[src/rtl/key_event_pkg.sv]
// Shared types and 50 MHz board timing defaults for the key event block.
package key_event_pkg;

   typedef enum logic [1:0] {
      IDLE    = 2'd0,
      PRESSED = 2'd1,
      REPEAT  = 2'd2
   } key_state_t;

   localparam int CNT_W_DEF         = 26;
   localparam int LONG_DELAY_DEF    = 25_000_000;
   localparam int REPEAT_PERIOD_DEF = 5_000_000;

endpackage

[src/rtl/key_event.sv]
// Turns a debounced key level into registered one-cycle press/release/click/
// long-press/repeat pulses plus a registered held level.
module key_event
   import key_event_pkg::*;
#(
   parameter int CNT_W         = CNT_W_DEF,
   parameter int LONG_DELAY    = LONG_DELAY_DEF,
   parameter int REPEAT_PERIOD = REPEAT_PERIOD_DEF
) (
   input  logic       clk,
   input  logic       rst_n,
   input  logic       key_press,
   output logic       press,
   // release/repeat are reserved words, hence the _pulse suffix
   output logic       release_pulse,
   output logic       click,
   output logic       long_press,
   output logic       repeat_pulse,
   output logic       held,
   output key_state_t state
);

   if (LONG_DELAY < 2 || 64'(LONG_DELAY) > (64'd1 << CNT_W)) begin : g_bad_long_delay
      $fatal(1, "key_event: LONG_DELAY out of range");
   end
   if (REPEAT_PERIOD < 2 || 64'(REPEAT_PERIOD) > (64'd1 << CNT_W)) begin : g_bad_repeat_period
      $fatal(1, "key_event: REPEAT_PERIOD out of range");
   end

   localparam logic [CNT_W-1:0] LONG_LAST = CNT_W'(LONG_DELAY - 1);
   localparam logic [CNT_W-1:0] REP_LAST  = CNT_W'(REPEAT_PERIOD - 1);

   logic             prev_key;
   logic [CNT_W-1:0] cnt;
   logic             rise;
   logic             fall;

   assign rise = key_press & ~prev_key;
   assign fall = ~key_press & prev_key;

   always_ff @(posedge clk or negedge rst_n) begin
      if (!rst_n) begin
         state         <= IDLE;
         prev_key      <= 1'b0;
         cnt           <= '0;
         press         <= 1'b0;
         release_pulse <= 1'b0;
         click         <= 1'b0;
         long_press    <= 1'b0;
         repeat_pulse  <= 1'b0;
         held          <= 1'b0;
      end else begin
         prev_key      <= key_press;
         press         <= 1'b0;
         release_pulse <= 1'b0;
         click         <= 1'b0;
         long_press    <= 1'b0;
         repeat_pulse  <= 1'b0;
         case (state)
            IDLE: begin
               held <= 1'b0;
               if (rise) begin
                  press <= 1'b1;
                  cnt   <= '0;
                  held  <= 1'b1;
                  state <= PRESSED;
               end
            end
            PRESSED: begin
               // A fall on the terminal edge takes priority over long_press
               if (fall) begin
                  release_pulse <= 1'b1;
                  click         <= 1'b1;
                  held          <= 1'b0;
                  state         <= IDLE;
               end else if (cnt == LONG_LAST) begin
                  long_press <= 1'b1;
                  cnt        <= '0;
                  state      <= REPEAT;
               end else begin
                  cnt <= cnt + 1'b1;
               end
            end
            REPEAT: begin
               if (fall) begin
                  release_pulse <= 1'b1;
                  held          <= 1'b0;
                  state         <= IDLE;
               end else if (cnt == REP_LAST) begin
                  repeat_pulse <= 1'b1;
                  cnt          <= '0;
               end else begin
                  cnt <= cnt + 1'b1;
               end
            end
            default: begin
               held  <= 1'b0;
               state <= IDLE;
            end
         endcase
      end
   end

endmodule

[config.mk]
export PLATFORM = sky130hd
export DESIGN_NAME = key_event
export DESIGN_NICKNAME = d
export VERILOG_FILES = /design/src/rtl/key_event_pkg.sv /design/src/rtl/key_event.sv
export SDC_FILE = /design/constraint.sdc
export NUM_CORES = 1
export LEC_CHECK = 0
export ABC_AREA = 1
export BUFFER_PORTS_ARGS = -buffer_cell sky130_fd_sc_hd__buf_4
export CAP_MARGIN = 25
export CORE_AREA = 2 2 79 89
export DETAILED_ROUTE_END_ITERATION = 8
export DIE_AREA = 0 0 81 91
export GPL_ROUTABILITY_DRIVEN = 0
export SLEW_MARGIN = 40
export SYNTH_ARGS = -nofsm -noshare
export SYNTH_HDL_FRONTEND = slang
export SYNTH_SLANG_ARGS = --single-unit
[constraint.sdc]
create_clock -name clk -period 4.28 [get_ports clk]
set_input_delay 0 -clock clk [delete_from_list [all_inputs] [get_ports clk]]
set_output_delay 0 -clock clk [all_outputs]
set_load 0.005 [all_outputs]
==> impl_metrics.csv <==
group,metric,value,unit
run_status,status,"finished, final reports clean",
timing,fin_crit,2.30,ns
drt,drc,0,
finish,seq_area,876,sq um
critical_path,slowest_delay,0.42,ns
synth,syn_area,2540,sq um
synth,synth_nets,388,
die,io_pins,11,
drt,wl_per_cell,14.0,um
finish,area_growth,8.73,%
die,initial_core_util,0.394,
finish,drive_above_1_share,0.0925,
die,rows,31,
timing,setup_viol,0,
grt,grt_pass1_vias,2317,
clocking,cts_buffers,5,
synth,syn_area_per_cell,6.68,sq um
critical_path,cpMaxStageDelayCell,"dfrtp_1",
timing,holdWs,0.193,ns
placement,place_ws,2.00,ns
timing,fin_ws,1.98,ns
timing,worst_pin_slew,0.535,ns
drt,wirelength,6.60,mm
flow_run,cap_violations,0,
synth,synth.distinct_cells,34,
pwr,total_power,1.13,mW
clocking,post_cts_buffers,0,
clocking,cts_root_buffer,"clkbuf_8",
placement,hpwl,4.90,mm
grt,antenna_found_initial,0,
timing,rsz0062_at_grt,"no",
critical_path,end_kind,"flip-flop",
grt,grt.overflow.total,0,
placement,place_inst,462,
finish,design_area,2760,sq um
clocking,cts_max_level,2,
die,die_area,7370,sq um
die,dieHeight,91,um
drt,drt_iter0_markers,181,
synth,yosysSeqAreaShare,0.345,
clocking,clock_path_buffers,2,
timing,max_freq,435,MHz
clocking,clk_pin_slew_worst_paths,0.08,ns
finish,final_cells,471,
timing,period_share,0.538,
critical_path,critPathTopFamily,"simple AND/OR/NAND/NOR gates",
finish,nNetsFinal,397,
synth,ys.warnings.count,0,
die,die_w,81,um
grt,grt_start_max_net_pins,36,
clocking,worstSkewPairLatency,0.29,ns
timing,finalSetupTns,0,ns
drt,first_pass_iters,5,
critical_path,critPathArrivalTime,2.52,ns
synth,syn_inst,380,
finish,multi_input_area,1380,sq um
critical_path,crit_path_start_kind,"flip-flop",
pwr,powerDensity,408,nW/um^2
critical_path,setup.worst_path.class,"reg2reg",
timing,finalHoldViolations,0,
critical_path,crit_buf_inv,3,
drt,ant_nets,0,
pwr,ir_drop,0.000264,V
critical_path,cp_cell_sequence,"inv_1 -> ha_1 -> nand3_1 -> nand2_1 -> nor2_2 -> buf_4 -> inv_1 -> nor2_1 -> nand2_1 -> a21oi_1",
pwr,p_leak,1.41,nW
grt,grt_use_total,0.194,
clocking,cts_tree,"built",
grt,grt_pass1_wl,11.0,mm
finish,final_util,0.428,
critical_path,worstPathMaxFanout,35,
finish,diodes,0,
drt,num_vias,2430,
placement,post_dp_cell_area,2650,sq um
timing,report.final.slew_viol_count,0,
synth,synth-seq-cells,35,
timing,slew_headroom,0.644,
critical_path,required,4.50,ns
timing,skew,0.00700,ns
drt,viasPerCell,5.16,
clocking,cts_sinks,35,
placement,portBuffers,10,
finish,fill_cells,692,
die,core_area,6440,sq um
min_path,hp-class,"in2async",
-- metal layers --
| layer | part of all wire | vias to the layer above | GRT usage |
|---|---|---|---|
| met5 | 0 | - | 0 |
| met4 | 0.038 | 0 | 0.0862 |
| met3 | 0.043 | 18 | 0.0328 |
| met2 | 0.48 | 58 | 0.328 |
| met1 | 0.44 | 1133 | 0.236 |
| li1 | - | 1221 | - |
-- cell usage after synthesis --
cell         n  area share
o211a_1      1      0.0039
a21boi_1     1      0.0030
ha_1         5       0.025
a21oi_1     17       0.034
xor2_1       5       0.017
xnor2_1      1      0.0035
or2_2        1      0.0025
nand3_2      1      0.0039
nand4_1     15       0.037
a41oi_1      1      0.0035
nand2_1    108        0.16
buf_2        3      0.0059
nor2_1      50       0.074
buf_6        1      0.0044
nor3_1      11       0.022
nand3_1     30       0.059
dfrtp_1     35        0.35
o21ai_1      3      0.0059
o21ai_0      6       0.012
buf_4        4       0.012
a31oi_1      1      0.0025
clkbuf_4     1      0.0030
clkbuf_1     2      0.0030
inv_1       56       0.083
o2111ai_1    2      0.0069
nand2_2      4      0.0099
nor2_8       1      0.0079
a21boi_0     3      0.0089
a31o_2       1      0.0035
nor2_4       2      0.0089
nor3_4       1      0.0064
o21ai_2      1      0.0035
nor2_2       3      0.0074
nand2_4      3       0.013
-- placed cells by master, fill, tap and decap left out, types with 3 or more instances in the layout --
cell | Yosys | layout
dfrtp_1 | 35 | 35
nor2_2 | 3 | 3
nand3_1 | 30 | 30
inv_1 | 56 | 56
o21ai_1 | 3 | 3
nand2_1 | 108 | 108
nand4_1 | 15 | 15
a21boi_0 | 3 | 3
clkbuf_8 | 0 | 6
a21oi_1 | 17 | 17
xor2_1 | 5 | 5
nor3_1 | 11 | 11
buf_4 | 4 | 11
ha_1 | 5 | 5
nand2_4 | 3 | 3
nand2_2 | 4 | 4
nor2_1 | 50 | 50
o21ai_0 | 6 | 6
-- flip-flops by register name, summed over array words and instances (netlist names) --
register / count
click: 1
release_pulse: 1
held: 1
repeat_pulse: 1
cnt: 26
prev_key: 1
state: 2
long_press: 1
press: 1
-- repair_timing --
| action | CTS | global route |
|---|---|---|
| hold endpoints to repair | 36 | 0 |
| hold buffers | 2 | 0 |
| gates resized for setup | 0 | 0 |
-- worst paths after layout --
check,startpoint,end,slack (ns),depth (start not counted)
worst min-delay path,rst_n,cnt[5],0.19,2
max in group asynchronous,rst_n,cnt[21],3.76,2
worst max register to register,state[1],cnt[0],1.98,10
min in group clk,key_press,prev_key,0.37,2
worst max-delay path,state[1],cnt[0],1.98,10
worst min register to register,held,held,0.53,2
-- cell families after synthesis --
group,after synthesis,share of synthesized area
buffers and inverters,67,0.111
adder cells (fa/ha/maj),5,0.0247
AO/OA/AOI/OAI,37,0.0868
flip-flops,35,0.345
XOR/XNOR,6,0.0207
AND/OR/NAND/NOR,230,0.412
-- where the power goes --
| group | switching (mW) | total, mW | internal, mW |
|---|---|---|---|
| clock | 0.127 | 0.254 | 0.126 |
| sequential | 0.0247 | 0.382 | 0.357 |
| combinational | 0.349 | 0.491 | 0.142 |
| total | 0.501 | 1.13 | 0.626 |
-- final cells by class --
type / count / area share
clock buffers: 6 / 0.0299
clock inverters: 1 / 0.00181
inverters: 56 / 0.0762
multi-input cells: 278 / 0.500
flip-flops and latches: 35 / 0.317
well taps: 82 / 0.0372
repair buffers: 13 / 0.0372
(Power assumes the default switching activity.)
